**config.mk**
```make
export PLATFORM = sky130hd
export DESIGN_NAME = mem_stage
export DESIGN_NICKNAME = d
export VERILOG_FILES = /design/src/rtl/mips_pkg.sv /design/src/rtl/mem_stage_mem_wb_reg.sv /design/src/rtl/mem_stage.sv
export SDC_FILE = /design/constraint.sdc
export NUM_CORES = 1
export LEC_CHECK = 0
export CELL_PAD_IN_SITES_DETAIL_PLACEMENT = 0
export CELL_PAD_IN_SITES_GLOBAL_PLACEMENT = 2
export CORE_MARGIN = 1.5
export CORE_UTILIZATION = 31
export CTS_BUF_LIST = sky130_fd_sc_hd__clkbuf_2
export CTS_CLUSTER_DIAMETER = 50
export DETAILED_ROUTE_END_ITERATION = 16
export PLACE_DENSITY = 0.88
export SYNTH_ARGS = -nofsm -noshare
export SYNTH_HDL_FRONTEND = slang
export SYNTH_HIERARCHICAL = 1
export SYNTH_SLANG_ARGS = --single-unit
```
**constraint.sdc**
```tcl
create_clock -name clk -period 2.5 [get_ports clk]
set_clock_uncertainty 0.2 [all_clocks]
set_input_delay 0.25 -clock clk [delete_from_list [all_inputs] [get_ports clk]]
set_output_delay 0.25 -clock clk [all_outputs]
set_load 0.01 [all_outputs]
```
**src/rtl/mips_pkg.sv**
```systemverilog
// Shared definitions for the MIPS MEM stage: FSM encoding, alignment
// helpers and the EX/MEM control bundle carried across a memory access.
package mips_pkg;

    // FSM encoding. Plain constants keep the state vector a simple bit.
    localparam logic [0:0] ST_IDLE = 1'b0;
    localparam logic [0:0] ST_WAIT = 1'b1;

    // Low byte-address bits that must be zero for a word access.
    localparam logic [1:0] WORD_ALIGN_MASK = 2'b11;

    // Fields that travel with an instruction into the MEM/WB register.
    typedef struct packed {
        logic [31:0] alu_result;
        logic [4:0]  reg_write_reg;
        logic        reg_write;
        logic        mem_to_reg;
    } exmem_ctl_t;

    function automatic logic is_misaligned(input logic [31:0] byte_addr);
        return (byte_addr[1:0] & WORD_ALIGN_MASK) != 2'b00;
    endfunction

endpackage

```
**src/rtl/mem_stage_mem_wb_reg.sv**
```systemverilog
// MEM/WB pipeline register. ovalid and omem_err are single-cycle pulses
// that follow the load strobe; the data fields hold until the next load.
// An erroring instruction never writes the register file.
module mem_wb_reg
    import mips_pkg::*;
(
    input  logic        clk,
    input  logic        rst_n,
    input  logic        load,
    input  logic        err,
    input  exmem_ctl_t  ctl,
    input  logic [31:0] rdata,
    output logic        valid,
    output logic        mem_err,
    output logic [31:0] read_data,
    output logic [31:0] alu_result,
    output logic [4:0]  write_reg,
    output logic        reg_write,
    output logic        mem_to_reg
);

    // Capture a retiring instruction; valid/err pulse for one cycle only.
    always_ff @(posedge clk or negedge rst_n) begin
        if (!rst_n) begin
            valid      <= 1'b0;
            mem_err    <= 1'b0;
            read_data  <= '0;
            alu_result <= '0;
            write_reg  <= '0;
            reg_write  <= 1'b0;
            mem_to_reg <= 1'b0;
        end else begin
            valid   <= load;
            mem_err <= load & err;
            if (load) begin
                read_data  <= rdata;
                alu_result <= ctl.alu_result;
                write_reg  <= ctl.reg_write_reg;
                reg_write  <= ctl.reg_write & ~err;
                mem_to_reg <= ctl.mem_to_reg;
            end
        end
    end

endmodule

```
**src/rtl/mem_stage.sv**
```systemverilog
// MIPS MEM stage: resolves branches, runs the data-memory req/ack access
// with a timeout, and feeds the MEM/WB register.
// Handshake: odmem_req rises on the edge that enters WAIT and, together with
// odmem_we/addr/wdata, stays stable until the cycle idmem_ack is sampled
// high; the access completes on that edge. ostall is high for every WAIT
// cycle, including the ack cycle, and upstream must hold while it is high.
module mem_stage
    import mips_pkg::*;
#(
    parameter int DADDR_W = 10,
    parameter int TIMEOUT = 16
) (
    input  logic               clk,
    input  logic               rst_n,
    input  logic               ivalid,
    input  logic               iSig_MemRead,
    input  logic               iSig_MemWrite,
    input  logic               iSig_Branch,
    input  logic               iSig_MemtoReg,
    input  logic               iSig_RegWrite,
    input  logic [31:0]        iadder_branch_result,
    input  logic               iALU_zero,
    input  logic [31:0]        iALU_result,
    input  logic [4:0]         ireg_write_reg,
    input  logic [31:0]        itemp_regfile_2,
    output logic               ostall,
    output logic               oPCSrc,
    output logic [31:0]        opc_branch_target,
    output logic               odmem_req,
    output logic               odmem_we,
    output logic [DADDR_W-1:0] odmem_addr,
    output logic [31:0]        odmem_wdata,
    input  logic               idmem_ack,
    input  logic [31:0]        idmem_rdata,
    output logic               ovalid,
    output logic [31:0]        oread_data,
    output logic [31:0]        oALU_result,
    output logic [4:0]         oreg_write_reg,
    output logic               oSig_RegWrite,
    output logic               oSig_MemtoReg,
    output logic               omem_err
);

    localparam int                CNT_W   = (TIMEOUT > 2) ? $clog2(TIMEOUT) : 1;
    localparam logic [CNT_W-1:0]  CNT_MAX = CNT_W'(TIMEOUT - 1);

    logic [0:0]       state;
    logic [CNT_W-1:0] cnt;
    exmem_ctl_t       ex_q;
    exmem_ctl_t       in_ctl;

    logic        mem_op;
    logic        accept;
    logic        misalign;
    logic        start_access;
    logic        ack_done;
    logic        timed_out;
    logic        wb_load;
    logic        wb_err;
    exmem_ctl_t  wb_ctl;
    logic [31:0] wb_rdata;

    assign ostall = (state == ST_WAIT);

    // Decode the current cycle: what is accepted, finished or aborted.
    always_comb begin
        in_ctl.alu_result    = iALU_result;
        in_ctl.reg_write_reg = ireg_write_reg;
        in_ctl.reg_write     = iSig_RegWrite;
        in_ctl.mem_to_reg    = iSig_MemtoReg;

        mem_op       = iSig_MemRead | iSig_MemWrite;
        accept       = (state == ST_IDLE) & ivalid;
        misalign     = is_misaligned(iALU_result);
        start_access = accept & mem_op & ~misalign;
        ack_done     = (state == ST_WAIT) & idmem_ack;
        timed_out    = (state == ST_WAIT) & ~idmem_ack & (cnt == CNT_MAX);

        wb_load  = (accept & ~start_access) | ack_done | timed_out;
        wb_err   = 1'b0;
        wb_ctl   = in_ctl;
        wb_rdata = '0;
        if (state == ST_IDLE) begin
            wb_err = mem_op & misalign;
        end else begin
            wb_err = timed_out;
            wb_ctl = ex_q;
            if (ack_done && !odmem_we) begin
                wb_rdata = idmem_rdata;
            end
        end
    end

    // Access FSM and timeout counter.
    always_ff @(posedge clk or negedge rst_n) begin
        if (!rst_n) begin
            state <= ST_IDLE;
            cnt   <= '0;
        end else begin
            case (state)
                ST_IDLE: begin
                    if (start_access) begin
                        state <= ST_WAIT;
                        cnt   <= '0;
                    end
                end
                default: begin
                    if (ack_done || timed_out) begin
                        state <= ST_IDLE;
                    end else begin
                        cnt <= cnt + CNT_W'(1);
                    end
                end
            endcase
        end
    end

    // Memory request port and the EX/MEM control latched for the access.
    always_ff @(posedge clk or negedge rst_n) begin
        if (!rst_n) begin
            odmem_req   <= 1'b0;
            odmem_we    <= 1'b0;
            odmem_addr  <= '0;
            odmem_wdata <= '0;
            ex_q        <= '0;
        end else if (start_access) begin
            odmem_req   <= 1'b1;
            odmem_we    <= iSig_MemWrite;
            odmem_addr  <= iALU_result[DADDR_W+1:2];
            odmem_wdata <= itemp_regfile_2;
            ex_q        <= in_ctl;
        end else if (ack_done || timed_out) begin
            odmem_req <= 1'b0;
        end
    end

    // Branch resolution; a branch paired with a memory op is ignored.
    always_ff @(posedge clk or negedge rst_n) begin
        if (!rst_n) begin
            oPCSrc            <= 1'b0;
            opc_branch_target <= '0;
        end else begin
            oPCSrc <= accept & ~mem_op & iSig_Branch & iALU_zero;
            if (accept && !mem_op) begin
                opc_branch_target <= iadder_branch_result;
            end
        end
    end

    mem_wb_reg u_mem_wb_reg (
        .clk        (clk),
        .rst_n      (rst_n),
        .load       (wb_load),
        .err        (wb_err),
        .ctl        (wb_ctl),
        .rdata      (wb_rdata),
        .valid      (ovalid),
        .mem_err    (omem_err),
        .read_data  (oread_data),
        .alu_result (oALU_result),
        .write_reg  (oreg_write_reg),
        .reg_write  (oSig_RegWrite),
        .mem_to_reg (oSig_MemtoReg)
    );

endmodule
```
==> results.toml, run 1 <==
[pwr]
power_density_nw_per_um2 = 637.3
cellLeakagePower_nw = 5.718
peakVddDrop_v = 0.0003061

[timing]
period_needed_ns = 2.208
finalSetupViolations = 0
fin_crit_sh_pct = 88.33
hold_viol_final = 0
rsz0062_at_grt = "false"
fmax_mhz = 452.8
worstMarginPinSlew_ns = 0.6471
fin_tns_setup_ns = 0
maxSlewViolCount = 0
slew_headroom_pct = 56.72

[drt]
num_vias = 5626
routed_wl_um = 21190
antenna_left = 0
avgViaCountPerCell = 4.378
drt-initial-drc-count = 216
dr.pass1.iters = 4
drc_errors = 0
avgRoutedWirePerCell_um = 16.49

[global_routing]
antenna_found_initial = 1
grt_pass1_wl_um = 33970
grt_max_degree = 52
track_usage_pct = 15.65
grt-ovfl-total = 0
first_global_vias = 6201

[cells_and_area]
drive_gt1_share_pct = 28.13
synthToLayoutAreaGrowth_pct = 59.40
multi_input_area_um2 = 3232
regArea_um2 = 4606
fin_nets = 1080
final_cells = 1285
n_fill_cell = 2264

[place]
portBuffers = 293
dpl.hpwl_um = 13640
gp_congestion = 0.7376
placedCellCount = 1112

[critical_path]
critical_path.max_stage_delay_ns = 0.60
critPathArrivalTime_ns = 1.76
critPathTopFamily = "buffers and inverters"
end_kind = "primary output"
crit_buf_inv = 1
cpMaxStageDelayCell = "clkdlybuf4s50_1"
required_ns = 2.05
criticalPathCategory = "flip-flop to primary output"
crit_path_max_fanout = 3
crit_path_start_kind = "flip-flop"
path_cells = "clkdlybuf4s50_1"

[floorplan]
die_x_um = 165.7
io-pin-count = 294
rows = 59
core_area_um2 = 25980
die_h_um = 165.7
die-area_um2 = 27460
start_util_pct = 31.58

[clocking]
htreeDepth = 4
clkTransAtPathRegs_ns = 0.26
cts_tree = "yes"
cts_buffers = 17
clockBufferDepth = 2
clock_latency_ns = 0.72
cts_setup_buffers = 0
clockRootBuffer = "clkbuf_2"
cts_num_sinks = 184

[logic_synthesis]
synth.avg_cell_area_um2 = 16.25
yosysWarningCount = 6
synth_nets = 649
ys_seq_elements = 184
ys_seq_area_share_pct = 56.11
synthesis.area_um2 = 8207
syn-instance-count = 505
yosys.cell_types.count = 33

[status]
outcome = "completed"

[run]
drv_cap = 0

[min_path]
hold_class = "primary input to flip-flop"
## what timing repair did
| action | in CTS | in global routing |
|---|---|---|
| gates resized for setup | 1 | 0 |
| endpoints found under the setup margin | 1 | 0 |
| hold buffers | 140 | 0 |
| hold endpoints to repair | 349 | 0 |
## final cells by class
class	count	area share [%]
multi-input cells	279	24.71
flip-flops and latches	184	35.21
clock inverters	15	1.100
clock buffers	17	0.6504
diodes	1	0.01913
well taps	335	3.204
repair buffers	449	34.97
inverters	5	0.1435
## cells in the final DEF (no fill, tap or decap), types with 2 or more instances in the layout
| cell | netlist | final |
|---|---|---|
| and2_1 | 35 | 35 |
| buf_12 | 9 | 8 |
| buf_4 | 13 | 8 |
| clkbuf_2 | 0 | 17 |
| clkdlybuf4s50_1 | 0 | 291 |
| clkinv_1 | 0 | 2 |
| clkinv_4 | 0 | 7 |
| clkinv_8 | 0 | 2 |
| dfrtp_1 | 184 | 183 |
| dlygate4sd3_1 | 0 | 139 |
| inv_1 | 5 | 5 |
| inv_8 | 0 | 3 |
| mux2_2 | 106 | 106 |
| mux2_4 | 105 | 105 |
| nand2_1 | 2 | 2 |
| nand3_1 | 3 | 3 |
| nor2b_1 | 2 | 2 |
| nor3_4 | 0 | 2 |
| o21ai_0 | 6 | 5 |
## routing by layer
layer / track usage [%] / up-vias / share of wire, %
met4: 4.348 / 0 / 1.5
met3: 5.209 / 22 / 6.6
li1: - / 2610 / -
met1: 19.28 / 2807 / 43
met5: 0 / - / 0
met2: 26.12 / 187 / 49
## stage by stage
stage / utilization [%] / hold WS [ns] / total power, W / setup WS (ns) / area (µm²)
4_1_cts: 50.33 / 0.04759 / 0.008471 / 0.1591 / 13080
2_1_floorplan: - / -0.2456 / 0.005308 / 0.2528 / 8207
5_1_grt: 50.34 / 0.07944 / 0.008825 / 0.08134 / 13080
6_report: 50.34 / 0.1869 / 0.008337 / 0.2917 / 13080
3_5_place_dp: 44.00 / 0.06041 / 0.006729 / 0.1088 / 11430
3_3_place_gp: 44.00 / 0.05915 / 0.006692 / 0.1167 / 11430
## cell usage after synthesis (all sizes together)
| master | count | area [µm²] |
|---|---|---|
| mux2 | 211 | 2770 |
| dfrtp | 184 | 4604 |
| and2 | 35 | 219.0 |
| buf | 32 | 360.3 |
| o21ai | 6 | 30.03 |
| clkbuf | 5 | 18.77 |
| inv | 5 | 18.77 |
| nand3 | 3 | 15.01 |
| nor3 | 3 | 25.02 |
| nand2 | 2 | 7.510 |
| nor2 | 2 | 7.510 |
| nor2b | 2 | 12.51 |
| a21boi | 1 | 7.510 |
| a21o | 1 | 7.510 |
| a21oi | 1 | 5.000 |
| a2bb2oi | 1 | 8.760 |
| a31o | 1 | 8.760 |
| a31oi | 1 | 6.260 |
| and3 | 1 | 6.260 |
| ha | 1 | 12.51 |
| nand2b | 1 | 13.76 |
| nand3b | 1 | 7.510 |
| nand4 | 1 | 6.260 |
| o22ai | 1 | 6.260 |
| o32ai | 1 | 8.760 |
| or2 | 1 | 6.260 |
| or3 | 1 | 6.260 |
## worst paths after layout
check                                       from                                endpoint  slack (ns)  cells past startpoint
max                         odmem_we$_DFFE_PN0P_                                odmem_we        0.29                      1
min                                    idmem_ack                      cnt[1]$_DFFE_PN0P_        0.19                      4
max reg2reg                   cnt[0]$_DFFE_PN0P_  u_mem_wb_reg/read_data[11]$_DFFE_PN0P_        0.44                      6
min reg2reg                odmem_req$_DFFE_PN0P_                   odmem_req$_DFFE_PN0P_        0.33                      1
max in group asynchronous                  rst_n       opc_branch_target[15]$_DFFE_PN0P_        1.41                      4
min in group asynchronous                  rst_n   u_mem_wb_reg/read_data[5]$_DFFE_PN0P_        0.41                      4
## logic make-up (layout without fill, tap and decap cells)
kind of cell / after synthesis / count (layout) / share of synthesized area (%)
AOI/OAI and AO/OA: 14 / 14 / 1.083
adders and majority gates: 1 / 1 / 0.1524
buffers and inverters: 42 / 486 / 4.848
DFF: 184 / 184 / 56.11
muxes: 211 / 211 / 33.76
other: 0 / 1 / 0
and+or+nand+nor: 53 / 53 / 4.056
## report_power, final
| group | switching (W) | internal, W | total (W) |
|---|---|---|---|
| clock | 0.00117 | 0.000310 | 0.00148 |
| sequential | 0.000366 | 0.00358 | 0.00395 |
| combinational | 0.000969 | 0.00193 | 0.00290 |
| total | 0.00251 | 0.00583 | 0.00834 |
Power figures use the tool's default switching activity.
==> run 2: changes to the inputs <==
--- a/config.mk
+++ b/config.mk
@@ -11,8 +11,10 @@
 export CORE_UTILIZATION = 31
 export CTS_BUF_LIST = sky130_fd_sc_hd__clkbuf_2
 export CTS_CLUSTER_DIAMETER = 50
+export CTS_CLUSTER_SIZE = 12
 export DETAILED_ROUTE_END_ITERATION = 16
 export PLACE_DENSITY = 0.88
+export SKIP_LAST_GASP = 1
 export SYNTH_ARGS = -nofsm -noshare
 export SYNTH_HDL_FRONTEND = slang
 export SYNTH_HIERARCHICAL = 1
==> results of run 2 <==
No change in the layout: final DEF, timing and power equal those of run 1.
==> run 3: changes to the inputs <==
--- a/config.mk
+++ b/config.mk
@@ -8,12 +8,13 @@
 export CELL_PAD_IN_SITES_DETAIL_PLACEMENT = 0
 export CELL_PAD_IN_SITES_GLOBAL_PLACEMENT = 2
 export CORE_MARGIN = 1.5
-export CORE_UTILIZATION = 31
-export CTS_BUF_LIST = sky130_fd_sc_hd__clkbuf_2
+export CORE_UTILIZATION = 30
 export CTS_CLUSTER_DIAMETER = 50
 export CTS_CLUSTER_SIZE = 12
 export DETAILED_ROUTE_END_ITERATION = 16
-export PLACE_DENSITY = 0.88
+export GPL_TIMING_DRIVEN = 0
+export PLACE_DENSITY = 0.86
+export SKIP_CTS_REPAIR_TIMING = 1
 export SKIP_LAST_GASP = 1
 export SYNTH_ARGS = -nofsm -noshare
 export SYNTH_HDL_FRONTEND = slang
==> run 3 against run 2 <==
Effect of this change: global-route usage down 0.97 points; worst setup slack worse by 0.033 ns; final cell count down 8.6%; power up 13%; worst hold slack worse by 0.0040 ns; routed wire length down 4.1%; cell area down 6.9%; critical endpoint is now u_mem_wb_reg/alu_result[21]$_DFFE_PN0P_.
==> results.toml, run 3 (synthesis gave the netlist of run 1 again) <==
[place]
place_area_um2 = 11600
portBuffers = 293
dpl.hpwl_um = 14750
gp_congestion = 0.7166
placedCellCount = 1140

[timing]
rsz0062_at_grt = "false"
fin_crit_sh_pct = 89.66
period_needed_ns = 2.241
maxSlewViolCount = 0
fmax_mhz = 446.2
hold_viol_final = 0
slew_headroom_pct = 55.66
finalSetupViolations = 0
worstMarginPinSlew_ns = 0.6631

[global_routing]
grt_max_degree = 112
antenna_found_initial = 2
grt-ovfl-total = 0
grt_pass1_wl_um = 31880
first_global_vias = 5459
track_usage_pct = 14.68

[floorplan]
core_area_um2 = 26880
die_x_um = 168.4
io-pin-count = 294
start_util_pct = 30.54
rows = 60
die_h_um = 168.4
die-area_um2 = 28360

[drt]
routed_wl_um = 20320
avgRoutedWirePerCell_um = 17.30
avgViaCountPerCell = 4.369
drt-initial-drc-count = 182
antenna_left = 0
drc_errors = 0
dr.pass1.iters = 4
num_vias = 5133

[clocking]
htreeDepth = 4
clockBufferDepth = 2
cts_tree = "yes"
cts_num_sinks = 184
clockRootBuffer = "clkbuf_16"
cts_buffers = 17
clock_latency_ns = 0.42
clkTransAtPathRegs_ns = 0.07

[critical_path]
reg2reg_slack_ns = 0.26
crit_path_start_kind = "flip-flop"
r2r_start = "ostall$_DFF_PN0_"
criticalPathCategory = "flip-flop to flip-flop"
crit_path_max_fanout = 19
r2r-end = "u_mem_wb_reg/alu_result[21]$_DFFE_PN0P_"
r2r_cells = 6
end_kind = "flip-flop"
required_ns = 2.60
critPathArrivalTime_ns = 2.34

[cells_and_area]
final_cells = 1175
layout_common_cells = "292 x clkdlybuf4s50_1, 184 x dfrtp_1, 106 x mux2_2"
fin_area_um2 = 12180
synthToLayoutAreaGrowth_pct = 48.47
drive_gt1_share_pct = 33.89
fin_nets = 963
final_common_cell = "clkdlybuf4s50_1"

[status]
outcome = "completed"

[pwr]
cellLeakagePower_nw = 5.381
power_density_nw_per_um2 = 770.2
peakVddDrop_v = 0.0004395

[min_path]
hold_class = "primary input to async pin"

[run]
drv_cap = 0
## run 3: worst max-delay path by stage
| stage | from | end | slack (ns) | cells past startpoint |
|---|---|---|---|---|
| 4_1_cts | ostall$_DFF_PN0_ | u_mem_wb_reg/alu_result[21]$_DFFE_PN0P_ | -0.41 | 7 |
| 3_3_place_gp | rst_n | opc_branch_target[16]$_DFFE_PN0P_ | -7.29 | 1 |
| 6_report | ostall$_DFF_PN0_ | u_mem_wb_reg/alu_result[21]$_DFFE_PN0P_ | 0.26 | 6 |
| 3_5_place_dp | iALU_result[1] | u_mem_wb_reg/alu_result[16]$_DFFE_PN0P_ | -0.51 | 8 |
| 5_1_grt | ostall$_DFF_PN0_ | u_mem_wb_reg/alu_result[20]$_DFFE_PN0P_ | 0.03 | 6 |
| 2_1_floorplan | ostall$_DFF_PN0_ | u_mem_wb_reg/alu_result[0]$_DFFE_PN0P_ | 0.25 | 7 |
## run 3: layer usage
layer  vias up  GRT usage [%]  share of wire, %
met5         -              0                 0
met4         0          4.542               1.6
met3        18          4.325               6.0
met2       155          23.53                48
met1      2571          19.12                45
li1       2389              -                 -
## run 3: layout make-up
type / count / area, µm²
flip-flops and latches: 184 / 4604
inverters: 5 / 18.77
repair buffers: 296 / 2983
well taps: 341 / 426.7
fillers: 2488 / 14690
diodes: 2 / 5.005
clock inverters: 14 / 130.1
multi-input cells: 279 / 3211
clock buffers: 18 / 429.2
plain buffers: 36 / 376.6
## run 3: worst max-delay path, stage by stage (launching register included)
cell	delay, ns
dfrtp_1	0.37
clkbuf_2	0.46
nand2_1	0.16
o21ai_0	0.16
buf_6	0.27
buf_12	0.18
mux2_4	0.30
## run 3: where the power goes
part           internal [W]  switching [W]
Clock               0.00132        0.00131
Combinational       0.00186       0.000948
Sequential          0.00359       0.000350
## run 3: metrics by stage
step	hold slack (ns)	power, W	utilization, %	setup TNS, ns	setup WS, ns
2_1_floorplan	-0.2456	0.005308	-	0	0.2528
3_3_place_gp	0.2604	0.006791	43.04	-1370.94	-7.286
3_5_place_dp	0.05243	0.006834	43.16	-36.07	-0.5148
4_1_cts	-0.4068	0.009540	45.24	-27.91	-0.4143
5_1_grt	0.1587	0.009891	45.32	0	0.02723
6_report	0.1829	0.009384	45.34	0	0.2586
